**src/rtl/fifo_wr_arbiter.sv**
```systemverilog
// Round-robin arbiter in front of the UART TX async-FIFO write port: one owner
// at a time, bursts of up to MAX_BURST beats, and it stalls while the FIFO is full.
module fifo_wr_arbiter #(
  parameter int N_REQ     = 2,
  parameter int DATA_W    = 8,
  parameter int MAX_BURST = 4
) (
  input  logic                    clk,
  input  logic                    rst,
  input  logic [N_REQ-1:0]        req_valid_i,
  input  logic [N_REQ*DATA_W-1:0] req_data_i,
  output logic [N_REQ-1:0]        req_ready_o,
  input  logic                    fifo_full_i,
  output logic                    fifo_wr_en_o,
  output logic [DATA_W-1:0]       fifo_wr_data_o,
  output logic [N_REQ-1:0]        grant_o,
  output logic                    busy_o
);
  localparam int PTR_W = (N_REQ > 1) ? $clog2(N_REQ) : 1;
  localparam int CNT_W = $clog2(MAX_BURST) + 1;
  localparam logic [CNT_W-1:0] LAST_BEAT = CNT_W'(MAX_BURST - 1);

  typedef enum logic {IDLE, GRANT} state_t;

  state_t           state_q, state_d;
  logic [N_REQ-1:0] grant_q, grant_d;
  logic [CNT_W-1:0] beat_cnt_q, beat_cnt_d;
  logic [PTR_W-1:0] rr_ptr_q, rr_ptr_d;

  logic [PTR_W-1:0]  owner_idx, pick_idx, next_ptr;
  logic              pick_found, owner_valid, xfer, release_burst;
  logic [DATA_W-1:0] owner_data [N_REQ];

  // Each lane is zeroed unless granted, so the write mux is a plain OR.
  for (genvar gi = 0; gi < N_REQ; gi++) begin : g_mask
    assign owner_data[gi] = grant_q[gi] ? req_data_i[gi*DATA_W +: DATA_W] : '0;
  end

  always_comb begin
    owner_idx      = '0;
    fifo_wr_data_o = '0;
    for (int i = 0; i < N_REQ; i++) begin
      if (grant_q[i]) owner_idx = PTR_W'(i);
      fifo_wr_data_o = fifo_wr_data_o | owner_data[i];
    end
  end

  // First valid requester at or after rr_ptr, wrapping modulo N_REQ.
  always_comb begin
    pick_found = 1'b0;
    pick_idx   = '0;
    for (int i = 0; i < N_REQ; i++) begin
      int k;
      k = (int'(rr_ptr_q) + i) % N_REQ;
      if (!pick_found && req_valid_i[k[PTR_W-1:0]]) begin
        pick_found = 1'b1;
        pick_idx   = k[PTR_W-1:0];
      end
    end
  end

  assign owner_valid   = |(req_valid_i & grant_q);
  assign xfer          = (state_q == GRANT) && owner_valid && !fifo_full_i;
  assign release_burst = (state_q == GRANT) && !fifo_full_i &&
                         (!owner_valid || beat_cnt_q == LAST_BEAT);
  assign next_ptr      = (owner_idx == PTR_W'(N_REQ - 1)) ? '0 : owner_idx + 1'b1;

  always_comb begin
    state_d      = state_q;
    grant_d      = grant_q;
    beat_cnt_d   = beat_cnt_q;
    rr_ptr_d     = rr_ptr_q;
    req_ready_o  = '0;
    fifo_wr_en_o = 1'b0;
    busy_o       = 1'b0;
    unique case (state_q)
      IDLE: begin
        if (pick_found) begin
          state_d           = GRANT;
          grant_d           = '0;
          grant_d[pick_idx] = 1'b1;
          beat_cnt_d        = '0;
        end
      end
      GRANT: begin
        busy_o       = 1'b1;
        req_ready_o  = fifo_full_i ? '0 : grant_q;
        fifo_wr_en_o = xfer;
        if (xfer) beat_cnt_d = beat_cnt_q + 1'b1;
        // A full FIFO freezes everything; release is judged once full drops.
        if (release_burst) begin
          state_d  = IDLE;
          grant_d  = '0;
          rr_ptr_d = next_ptr;
        end
      end
      default: state_d = IDLE;
    endcase
  end

  assign grant_o = grant_q;

  always_ff @(posedge clk or posedge rst) begin
    if (rst) begin
      state_q    <= IDLE;
      grant_q    <= '0;
      beat_cnt_q <= '0;
      rr_ptr_q   <= '0;
    end else begin
      state_q    <= state_d;
      grant_q    <= grant_d;
      beat_cnt_q <= beat_cnt_d;
      rr_ptr_q   <= rr_ptr_d;
    end
  end

endmodule

```
**config.mk**
```make
export PLATFORM = sky130hd
export DESIGN_NAME = fifo_wr_arbiter
export DESIGN_NICKNAME = d
export VERILOG_FILES = /design/src/rtl/fifo_wr_arbiter.sv
export SDC_FILE = /design/constraint.sdc
export NUM_CORES = 1
export LEC_CHECK = 0
export ABC_AREA = 1
export CAP_MARGIN = 20
export CORE_AREA = 4 4 43 45
export DETAILED_ROUTE_END_ITERATION = 12
export DIE_AREA = 0 0 47 49
export GPL_TIMING_DRIVEN = 1
export HOLD_SLACK_MARGIN = 0.12
export PLACE_DENSITY = 0.79
export SYNTH_ARGS = -nofsm -noshare
export SYNTH_HDL_FRONTEND = slang
export SYNTH_SLANG_ARGS = --single-unit
export TNS_END_PERCENT = 10
```
**constraint.sdc**
```tcl
create_clock -name clk -period 3.2 [get_ports clk]
set_input_delay 0.48 -clock clk [delete_from_list [all_inputs] [get_ports clk]]
set_output_delay 0.48 -clock clk [all_outputs]
set_load 0.1 [all_outputs]
```
# Word level (Yosys, flattened, before mapping)
# Index checks and enable logic that the tools add are counted.
[word_totals]
regBits = 7
input_bits = 21
out_inout_bits = 14
wordCells = 59
[classes]
n_addsub = 3
n_lt_le_gt_ge = 4
n_eq_ne = 4
n_mux = 27
bitwise = 3
reduce_logical = 14
[op_table]
columns = ["operator", "count"]
rows = [
  ["$mux 8", 2],
  ["$mux 1", 15],
  ["$mux 2", 4],
  ["$or 8x8->8", 1],
  ["$logic_and 1x1->1", 6],
  ["$lt 1x2->1 const B", 3],
  ["$mux 3", 2],
  ["$pmux 3 s2", 1],
  ["$reduce_and 2->1", 3],
  ["$ne 2x1->1 const B", 2],
  ["$pmux 2 s2", 1],
  ["$add 3x1->3 const B", 1],
  ["$eq 3x2->1 const B", 1],
  ["$logic_not 1->1", 3],
  ["$add 1x1->1 const B", 2],
  ["$and 2x2->2", 1],
  ["$ne 2x2->1 const B", 1],
  ["$pmux 1 s2", 1],
  ["$reduce_or 2->1", 1],
  ["$demux 1 s1", 1],
  ["$ge 1x1->1 const B", 1],
  ["$logic_or 1x1->1", 1],
  ["$not 1->1", 1],
]

# Longest topological paths before layout
# Gate-level depths: netlist of the first run.
[logic_depth]
word_depth = 12
depth_mapped = 8

# Least setup slack after synthesis of the first run
# Ideal clock, no wire load.
[synth_path]
path_type = "register to output"
from = "register grant_q[0] (netlist: grant_o[0])"
to = "output port req_ready_o[0]"
arrival_time_ps = 2545
t_required_ps = 2720
path_slack_ps = 175
path_stages_with_launch = 4
path_buffers = 1
cell_sequence = "dfrtp_1 -> buf_2 -> inv_1 -> nor2_1"
[synth_via]
elab_chain_len = 2
[synth_lines]
columns = ["item", "line_no", "source"]
rows = [
  ["from (decl)", "26", "logic [N_REQ-1:0] grant_q, grant_d;"],
  ["from (signal assigned)", "111", "grant_q <= grant_d;"],
  ["$mux 2", "87", "req_ready_o = fifo_full_i ? '0 : grant_q;"],
  ["$mux 2", "76", "unique case (state_q)"],
  ["to (decl)", "12", "output logic [N_REQ-1:0] req_ready_o,"],
]
# Every way passes these cells.

# Final worst setup path of the first run
[layout_path]
from = "input port req_valid_i[1]"
to = "output port fifo_wr_en_o"
[layout_via]
elab_chain_len = 5
[layout_lines]
columns = ["item", "line_no", "source"]
rows = [
  ["from (decl)", "10", "input logic [N_REQ-1:0] req_valid_i,"],
  ["$and 2x2->2", "62", "assign owner_valid = |(req_valid_i & grant_q);"],
  ["$reduce_or 2->1", "62", ""],
  ["$logic_and 1x1->1 (2 in series)", "63", "assign xfer = (state_q == GRANT) && owner_valid && !fifo_full_i;"],
  ["$mux 1", "76", ""],
  ["to (decl)", "14", "output logic fifo_wr_en_o,"],
]
# Every way passes these cells.

==> results of run 1 <==
[report_power, final]
part	internal [mW]	leakage, nW	switching, mW	total (mW)
clock	0.0477	0.0150	0.0347	0.0824
sequential	0.123	0.0888	0.0576	0.181
combinational	0.177	0.331	0.572	0.749
total	0.348	0.435	0.664	1.01
[routing by layer]
metal	up-vias	track usage	routed length [um]
li1	268	-	-
met1	226	0.141	568
met2	37	0.219	648
met3	2	0.0627	265
met4	0	0.0553	17
met5	-	0	0
[registers in the layout, indices dropped and copies added, names as in the netlist]
name	cells
beat_cnt_q	3
grant_o	2
rr_ptr_q	1
state_q	1
[layout by cell type, fill, tap and decap left out, types with 2 or more instances in the layout]
| cell | instances |
|---|---|
| sky130_fd_sc_hd__nand2_1 | 12 |
| sky130_fd_sc_hd__nand2_4 | 4 |
| sky130_fd_sc_hd__inv_2 | 2 |
| sky130_fd_sc_hd__a22o_1 | 8 |
| sky130_fd_sc_hd__ha_1 | 2 |
| sky130_fd_sc_hd__dfrtp_1 | 7 |
| sky130_fd_sc_hd__clkdlybuf4s50_1 | 20 |
| sky130_fd_sc_hd__nand3_1 | 4 |
| sky130_fd_sc_hd__clkbuf_4 | 3 |
| sky130_fd_sc_hd__buf_4 | 14 |
| sky130_fd_sc_hd__nand2_2 | 2 |
| sky130_fd_sc_hd__nor2_1 | 2 |
| sky130_fd_sc_hd__inv_1 | 6 |
[final cells by class]
cell class              instances  share of cell area
clock buffers                   4              0.0309
inverters                       9              0.0456
multi-input cells              41               0.335
flip-flops and latches          7               0.206
well taps                      16              0.0235
repair buffers                 34               0.359
[logic make-up after synthesis]
kind of cell	count (synthesis)	synth area share
AND/OR/NAND/NOR	26	0.303
AO/OA/AOI/OAI	13	0.201
buffers and inverters	12	0.109
flip-flops	7	0.339
adder cells (fa/ha/maj)	2	0.0484
[cell usage after synthesis, drive strengths merged]
cell type | n | area [sq um]
ha | 2 | 25.0
o22ai | 1 | 6.26
nand3 | 4 | 20.0
inv | 8 | 30.0
buf | 3 | 17.5
a22o | 8 | 70.1
dfrtp | 7 | 175
clkinv | 1 | 8.76
nor2 | 4 | 33.8
a21oi | 2 | 13.8
nand2 | 18 | 103
o21ai | 2 | 13.8
[worst max-delay path by stage]
stage / from / to / slack [ns] / cells past startpoint
floorplan: grant_o[0]$_DFFE_PP0P_ / req_ready_o[0] / 0.18 / 3
global placement: req_valid_i[1] / fifo_wr_en_o / 1.10 / 6
detailed placement: req_valid_i[1] / fifo_wr_en_o / 1.08 / 6
CTS: req_valid_i[1] / fifo_wr_en_o / 1.08 / 6
global route: req_valid_i[1] / fifo_wr_en_o / 1.03 / 6
finish: req_valid_i[1] / fifo_wr_en_o / 1.09 / 6
[per-stage QoR]
stage | util | instance area [sq um] | std cells | total power, mW
global placement | 0.560 | 825 | 107 | 0.927
CTS | 0.578 | 851 | 111 | 1.02
floorplan | - | 517 | 60 | 0.788
global route | 0.578 | 851 | 111 | 1.07
finish | 0.578 | 851 | 111 | 1.01
detailed placement | 0.560 | 825 | 107 | 0.936
==> flow_summary.yaml, run 1 <==
yosys:
  total_nets_after_synthesis: 83
  postSynthCellCount: 60
  synthesis.area_sq_um: 517
  avgSynthCellArea_sq_um: 8.61
  synth.ff_latch_count: 7
  yosys.cell_types.count: 20
  synth_warnings: 0
  ys_seq_area_frac: 0.339
route:
  detailroute.via_count: 533
  wire_per_inst_um: 13.5
  antenna_violating_nets_post_route: 0
  drt-total-wl_um: 1500
  dr.pass1.iters: 4
  detail_route.iter0.violations: 4
  number_of_vias_per_cell: 4.80
  detail_route.drc_violations: 0
critical_path:
  r2r-end: "grant_o[0]$_DFFE_PP0P_"
  critical_path.top_delay_family: "buffers and inverters"
  worstSetupStartpointType: "input pin"
  crit_slowest_cell: "sky130_fd_sc_hd__clkdlybuf4s50_1"
  critical_path.cell_chain: "clkdlybuf4s50_1, nand2_2, nand2_4, nand2_4, clkinv_4, buf_4"
  required_ns: 2.72
  worstRegToRegCells: 8
  endpoint_kind: "output pin"
  critical_path.n_buffers_inverters: 3
  critical_path_class: "in2out"
  critical_path_maximum_fanout: 4
  cell_repeated_most_along_the_worst_path: "sky130_fd_sc_hd__nand2_4"
  rrSetupSlack_ns: 1.92
  critPathArrivalTime_ns: 1.63
  r2r-start: "beat_cnt_q[0]$_DFFE_PP0P_"
  stage_delay_of_the_slowest_cell_on_the_critical_path_ns: 0.56
timing:
  period_share: 0.661
  time_the_final_worst_path_needs_with_i_o_delays_and_setup_ns: 2.11
  setup_viol_count_final: 0
  max_slew.worst_pin.slew_ns: 0.441
  rsz0062_at_grt: "no"
  final_worst_path_setup_slack_ns: 1.09
  fin_worst_skew_ns: 0.00404
  hold_vio_cnt_final: 0
  totalNegativeSetupSlack_ns: 0
  holdWs_ns: 0.450
  report.final.slew_viol_count: 0
  fmax_ghz: 0.473
  relSlewSlack: 0.706
clock_network:
  total_cts_buffers: 3
  clockBufferDepth: 2
  clock_latency_ns: 0.25
  cts.reportedPaths.clkPinSlew_ns: 0.06
  cts_hold_buffers: 0
  ctsHtreeMaxLevel: 1
  tritoncts_num_sinks: 7
  post_cts_resize_count: 0
  post-cts-setup-buffers: 0
  clk_root_buffer_cell: "sky130_fd_sc_hd__clkbuf_4"
  cts_tree: "built"
floorplan:
  num_rows: 14
  fp.dieH_um: 49
  initial_utilization: 0.351
  die_area_sq_um: 2300
  dieWidth_um: 47
  io_pins: 35
  core-area_sq_um: 1470
cells_and_area:
  n_fill_cell: 150
  drive_above_1_share: 0.316
  area_delta_synth_final_pct: 64.6
  final-seq-area_sq_um: 175
  finalNetCount: 119
  multi_input_area_sq_um: 285
  num_antenna_cells: 0
placed_design:
  io_buffer_count: 34
  hpwlAfterDp_um: 1220
  gpl.final_weighted_congestion: 0.714
  detailedPlace.worstSlack_ns: 1.08
global_routing:
  grt_first_pass_wirelength_um: 2280
  grt_remaining_overflow: 0
  largest_net_degree_at_the_start_of_global_routing: 14
  antenna_found_initial: 0
  grt_util_all_layers: 0.134
  via_count_of_the_first_global_routing_pass: 516
pwr:
  power.density_cell_area_nw_per_um2: 1190
  vdd_ir_drop_max_v: 0.000493
  reported_leakage_power_nw: 0.435
min_path:
  hold_path_class: "in2async"
flow_run:
  cap_violations: 0
run_status:
  status: "complete, no violations"
Note: power is estimated with default switching activity, not from simulation.
==> inputs of run 2 (changes only) <==
--- a/config.mk
+++ b/config.mk
@@ -7,12 +7,12 @@
 export LEC_CHECK = 0
 export ABC_AREA = 1
 export CAP_MARGIN = 20
-export CORE_AREA = 4 4 43 45
+export CORE_AREA = 4 4 46 48
 export DETAILED_ROUTE_END_ITERATION = 12
-export DIE_AREA = 0 0 47 49
+export DIE_AREA = 0 0 50 52
 export GPL_TIMING_DRIVEN = 1
 export HOLD_SLACK_MARGIN = 0.12
-export PLACE_DENSITY = 0.79
+export PLACE_DENSITY = 0.72
 export SYNTH_ARGS = -nofsm -noshare
 export SYNTH_HDL_FRONTEND = slang
 export SYNTH_SLANG_ARGS = --single-unit
==> constraint.sdc (replaced) <==
create_clock -name clk -period 1.8 [get_ports clk]
set_input_delay 0.27 -clock clk [delete_from_list [all_inputs] [get_ports clk]]
set_output_delay 0.27 -clock clk [all_outputs]
set_load 0.1 [all_outputs]
==> run 2 against run 1 <==
Clock skew up 0.0025 ns. Power up 120%. Worst hold slack got worse by 0.21 ns. Utilization up 5.4 points. Final area is 27% higher. Count of clock-buffer cells in the layout unchanged. Die area is 13% higher. Critical path depth is 1 lower. Sequential power increased by 87%. First-iteration DRC count rose to 3.5 times the previous value. Flip-flop and latch count unchanged. Sequential share of layout area is 4.1 points lower.
==> flow_summary.yaml, run 2 (synthesis results as in run 1) <==
run_status:
  status: "complete, no violations"
clock_network:
  cts_hold_buffers: 0
  post-cts-setup-buffers: 0
  total_cts_buffers: 3
  clock_latency_ns: 0.26
  cts_tree: "built"
  ctsHtreeMaxLevel: 1
  cts.reportedPaths.clkPinSlew_ns: 0.06
  clk_root_buffer_cell: "sky130_fd_sc_hd__clkbuf_4"
  clockBufferDepth: 2
  tritoncts_num_sinks: 7
  post_cts_resize_count: 0
timing:
  time_the_final_worst_path_needs_with_i_o_delays_and_setup_ns: 1.64
  hold_vio_cnt_final: 0
  rsz0062_at_grt: "no"
  fin_worst_skew_ns: 0.00657
  fmax_ghz: 0.610
  totalNegativeSetupSlack_ns: 0
  relSlewSlack: 0.717
  max_slew.worst_pin.slew_ns: 0.424
  report.final.slew_viol_count: 0
  setup_viol_count_final: 0
  holdWs_ns: 0.242
  period_share: 0.911
pwr:
  pwr-share-comb: 0.778
  power.density_cell_area_nw_per_um2: 2020
  p_int_mw: 0.929
  reported_leakage_power_nw: 0.497
  power.sequential.fraction: 0.155
  p_clk_frac: 0.067
  vdd_ir_drop_max_v: 0.00103
  p_switching_mw: 1.25
  p_sw_frac: 0.574
  post-layout-total-power_mw: 2.18
route:
  detail_route.iter0.violations: 14
  met1Wirelength_um: 582
  detailroute.via_count: 520
  number_of_vias_per_cell: 4.26
  dr.pass1.iters: 3
  wire_per_inst_um: 11.7
  detailroute.wirelength.met2_um: 775
  wl_met3_um: 47
  drt-total-wl_um: 1430
  maxUsedRoutingLayer: "met4"
  antenna_violating_nets_post_route: 0
  detail_route.drc_violations: 0
critical_path:
  critical_path_class: "reg2out"
  critPathArrivalTime_ns: 1.37
  required_ns: 1.53
  endpoint_kind: "output pin"
  worstSetupStartpointType: "flop"
  critical_path_maximum_fanout: 12
cells_and_area:
  drive_above_1_share: 0.454
  finalNetCount: 121
  postLayoutCellArea_sq_um: 1080
  most_frequent_standard_cell_in_the_layout_excluding_fill_and_tap_cells: "sky130_fd_sc_hd__clkdlybuf4s50_1"
  regMostFlops: "beat_cnt_q"
  num_antenna_cells: 0
  most-common-layout-cells: "20 x sky130_fd_sc_hd__clkdlybuf4s50_1, 14 x sky130_fd_sc_hd__buf_12, 12 x sky130_fd_sc_hd__nand2_1"
  area_delta_synth_final_pct: 109
  max_ffs_per_register: 3
  finish.cell_count_without_fillers: 122
floorplan:
  core-area_sq_um: 1710
  initial_utilization: 0.303
  fp.dieH_um: 52
  num_rows: 15
  io_pins: 35
  dieWidth_um: 50
  die_area_sq_um: 2600
global_routing:
  via_count_of_the_first_global_routing_pass: 521
  antenna_found_initial: 0
  grt_first_pass_wirelength_um: 2390
  grt_util_all_layers: 0.118
  grt_remaining_overflow: 0
  largest_net_degree_at_the_start_of_global_routing: 13
placed_design:
  placed_cells_incl_taps: 118
  io_buffer_count: 34
  hpwlAfterDp_um: 1210
  placed_cell_area_sq_um: 1050
  gpl.final_weighted_congestion: 0.865
min_path:
  hold_path_class: "in2async"
flow_run:
  cap_violations: 0
==> run 2: worst max-delay path, cell delays in order (launching register included) <==
cell,delay (ns)
sky130_fd_sc_hd__dfrtp_1,0.60
sky130_fd_sc_hd__nand2_2,0.12
sky130_fd_sc_hd__nand2_4,0.11
sky130_fd_sc_hd__nand2_4,0.07
sky130_fd_sc_hd__clkinv_4,0.06
sky130_fd_sc_hd__buf_12,0.16
==> run 2: cell type report <==
| class | count | area (sq um) |
|---|---|---|
| clock buffer | 4 | 26.3 |
| fill | 136 | 628 |
| inverter | 9 | 38.8 |
| multi-input combinational | 41 | 310 |
| sequential | 7 | 178 |
| tap | 25 | 31.3 |
| timing repair buffer | 36 | 495 |
==> run 2: metal layers <==
| layer | vias to the layer above | track usage |
|---|---|---|
| li1 | 270 | - |
| met1 | 237 | 0.149 |
| met2 | 10 | 0.211 |
| met3 | 3 | 0.00860 |
| met4 | 0 | 0.0415 |
| met5 | - | 0 |
==> run 2: worst paths after layout <==
kind / start / end / slack [ns] / depth (start not counted)
max in group asynchronous: rst / grant_o[0]$_DFFE_PP0P_ / 1.32 / 2
max reg2reg: beat_cnt_q[0]$_DFFE_PP0P_ / grant_o[0]$_DFFE_PP0P_ / 0.51 / 8
min in group clk: beat_cnt_q[0]$_DFFE_PP0P_ / beat_cnt_q[0]$_DFFE_PP0P_ / 0.49 / 1
min: rst / beat_cnt_q[1]$_DFFE_PP0P_ / 0.24 / 2
max: grant_o[1]$_DFFE_PP0P_ / fifo_wr_en_o / 0.16 / 5
min reg2reg: beat_cnt_q[0]$_DFFE_PP0P_ / beat_cnt_q[0]$_DFFE_PP0P_ / 0.49 / 1
==> run 2: power by group through the flow <==
stage          registers [mW]  logic (mW)  clock network [mW]
2_1_floorplan           0.408        1.04                   0
3_3_place_gp            0.338        1.70                   0
3_5_place_dp            0.341        1.70                   0
4_1_cts                 0.340        1.71               0.147
5_1_grt                 0.355        1.77               0.159
6_report                0.338        1.70               0.146
==> run 2: metrics by stage <==
stage,worst slack [ns],utilization
final,0.160,0.632
after floorplan,0.0155,-
after global placement,0.214,0.617
after detailed placement,0.211,0.617
after global routing,0.0465,0.632
after CTS,0.140,0.632
==> inputs of run 3 (changes only) <==
--- a/config.mk
+++ b/config.mk
@@ -5,14 +5,14 @@
 export SDC_FILE = /design/constraint.sdc
 export NUM_CORES = 1
 export LEC_CHECK = 0
-export ABC_AREA = 1
 export CAP_MARGIN = 20
 export CORE_AREA = 4 4 46 48
 export DETAILED_ROUTE_END_ITERATION = 12
 export DIE_AREA = 0 0 50 52
 export GPL_TIMING_DRIVEN = 1
 export HOLD_SLACK_MARGIN = 0.12
-export PLACE_DENSITY = 0.72
+export PLACE_DENSITY = 0.71
+export SETUP_SLACK_MARGIN = 0.4
 export SYNTH_ARGS = -nofsm -noshare
 export SYNTH_HDL_FRONTEND = slang
 export SYNTH_SLANG_ARGS = --single-unit
==> run 3 against run 2 <==
Clock skew fell by 0.0027 ns. Sequential share of layout area fell by 0.87 points. Utilization rose by 5.4 points. Global-route usage is 3.0 points higher. Setup slack improved by 0.059 ns.
==> flow_summary.yaml, run 3 <==
critical_path:
  critical_path.cell_chain: "buf_6, a22o_4, buf_12"
  worstSetupStartpointType: "flop"
  critical_path_maximum_fanout: 6
  crit_slowest_cell: "sky130_fd_sc_hd__dfrtp_4"
  critical_path_class: "reg2out"
  required_ns: 1.53
  endpoint_kind: "output pin"
  critPathArrivalTime_ns: 1.31
  stage_delay_of_the_slowest_cell_on_the_critical_path_ns: 0.50
timing:
  hold_vio_cnt_final: 0
  max_slew.worst_pin.slew_ns: 0.274
  rsz0062_at_grt: "yes"
  fmax_ghz: 0.632
  period_share: 0.879
  fin_worst_skew_ns: 0.00390
  relSlewSlack: 0.817
  report.final.slew_viol_count: 0
  setup_viol_count_final: 0
  time_the_final_worst_path_needs_with_i_o_delays_and_setup_ns: 1.58
  final_worst_path_setup_slack_ns: 0.218
route:
  antenna_violating_nets_post_route: 0
  detail_route.iter0.violations: 9
  detailroute.via_count: 560
  number_of_vias_per_cell: 4.79
  wire_per_inst_um: 14.9
  dr.pass1.iters: 3
  detail_route.drc_violations: 0
  drt-total-wl_um: 1740
cells_and_area:
  area_delta_synth_final_pct: 140
  num_antenna_cells: 0
  max_ffs_per_register: 3
  most_frequent_standard_cell_in_the_layout_excluding_fill_and_tap_cells: "sky130_fd_sc_hd__clkdlybuf4s50_1"
  regMostFlops: "beat_cnt_q"
  drive_above_1_share: 0.500
  most-common-layout-cells: "17 x sky130_fd_sc_hd__clkdlybuf4s50_1, 14 x sky130_fd_sc_hd__buf_12, 7 x sky130_fd_sc_hd__a22o_4"
  finalNetCount: 116
  n_fill_cell: 132
floorplan:
  initial_utilization: 0.286
  dieWidth_um: 50
  die_area_sq_um: 2600
  num_rows: 15
  core-area_sq_um: 1710
  fp.dieH_um: 52
  io_pins: 35
global_routing:
  grt_remaining_overflow: 0
  antenna_found_initial: 0
  via_count_of_the_first_global_routing_pass: 613
  largest_net_degree_at_the_start_of_global_routing: 11
  grt_util_all_layers: 0.148
  grt_first_pass_wirelength_um: 2910
clock_network:
  clockBufferDepth: 2
  ctsHtreeMaxLevel: 1
  tritoncts_num_sinks: 7
  cts_tree: "built"
  total_cts_buffers: 3
  clock_latency_ns: 0.25
  cts.reportedPaths.clkPinSlew_ns: 0.05
  clk_root_buffer_cell: "sky130_fd_sc_hd__clkbuf_4"
yosys:
  synth.most_common_cell: "sky130_fd_sc_hd__a22o_1"
  synth_warnings: 0
  synth_area_leader_cell: "sky130_fd_sc_hd__dfrtp_1"
  postSynthCellCount: 48
  total_nets_after_synthesis: 71
  avgSynthCellArea_sq_um: 10.2
  ys_seq_area_frac: 0.359
  post_synth_main_area_contributors: "sky130_fd_sc_hd__dfrtp_1 36%, sky130_fd_sc_hd__a22o_1 14%, sky130_fd_sc_hd__mux2i_1 6.2%"
  async_reset_ff_frac: 1.00
  edff_count_synth: 0
  synth.ff_latch_count: 7
  synthesis.area_sq_um: 488
  synth.cells.most_frequent: "8 x sky130_fd_sc_hd__a22o_1, 7 x sky130_fd_sc_hd__dfrtp_1, 4 x sky130_fd_sc_hd__inv_1, 3 x sky130_fd_sc_hd__mux2i_1, 3 x sky130_fd_sc_hd__nand2_1"
  synth_flop_cell: "sky130_fd_sc_hd__dfrtp_1"
  yosys.cell_types.count: 24
  fraction_of_post_synthesis_cell_area_in_the_top_cell_type_by_area: 0.359
placed_design:
  detailedPlace.worstSlack_ns: 0.135
  gpl.final_weighted_congestion: 0.710
  io_buffer_count: 34
  hpwlAfterDp_um: 1270
min_path:
  hold_path_class: "in2async"
flow_run:
  cap_violations: 0
run_status:
  status: "complete, no violations"
## run 3: cell count changes after synthesis, sizes merged, moves of 2 or more
cell	delta
nor3	+3
mux2i	+3
nor2	-3
inv	-2
nand3	-4
nand2	-15
## run 3: path summary, 6_finish.rpt
path                                                start                   endpoint  slack (ns)  cells past startpoint
worst max-delay path               grant_o[0]$_DFFE_PP0P_          fifo_wr_data_o[1]        0.22                      3
worst min-delay path                                  rst       rr_ptr_q$_DFFE_PP0P_        0.24                      2
worst max register to register     grant_o[0]$_DFFE_PP0P_       rr_ptr_q$_DFFE_PP0P_        0.30                      4
worst min register to register  beat_cnt_q[0]$_DFFE_PP0P_  beat_cnt_q[0]$_DFFE_PP0P_        0.53                      1
max in group asynchronous                             rst     grant_o[0]$_DFFE_PP0P_        1.31                      2
min in group clk                           req_valid_i[1]          state_q$_DFF_PP0_        0.52                      3
## run 3: cell type report
class	count	area [sq um]	share of cell area
Timing Repair Buffer	43	556	0.474
Multi-Input combinational cell	32	352	0.300
Sequential cell	7	183	0.156
Tap cell	25	31.3	0.0267
Clock buffer	4	26.3	0.0224
Inverter	6	25.0	0.0213
## run 3: layer usage
metal	GRT usage	up-vias	share of wire
met5	0	-	0
met4	0.0276	0	0
met3	0.0602	0	0.12
met2	0.276	35	0.49
met1	0.156	263	0.40
li1	-	262	-
## run 3: through the flow
stage	hold slack [ns]	util	cell area (sq um)	cells	setup TNS, ns
floorplan	0.0734	-	520	48	-0.560
detailed placement	0.523	0.604	1030	106	0
finish	0.243	0.686	1170	117	0
global route	0.263	0.686	1170	117	0
global placement	0.475	0.604	1030	106	0
CTS	0.251	0.686	1170	117	0
## run 3: kinds of logic after synthesis
family / after synthesis / synth area share
compound gates: 16 / 0.292
fa+ha+maj: 2 / 0.0513
buf+inv: 9 / 0.0795
flops: 7 / 0.359
mux: 4 / 0.0923
simple gates: 10 / 0.126
## run 3: critical path, delay by kind of cell, from the launching register on
family / cells / cell delay [ns]
DFF: 1 / 0.50
buffers and inverters: 2 / 0.31
AOI/OAI and AO/OA: 1 / 0.25
## run 3: repair_timing
action / CTS / global route
buffers inserted: 7 / 0
pin swaps: 2 / 2
hold buffers: 0 / 0
endpoints found under the setup margin: 12 / 16
resized for setup: 16 / 0
Power of run 3 is not shown: default switching activity piles up to over one toggle a cycle in this logic, so the estimate is an artifact.
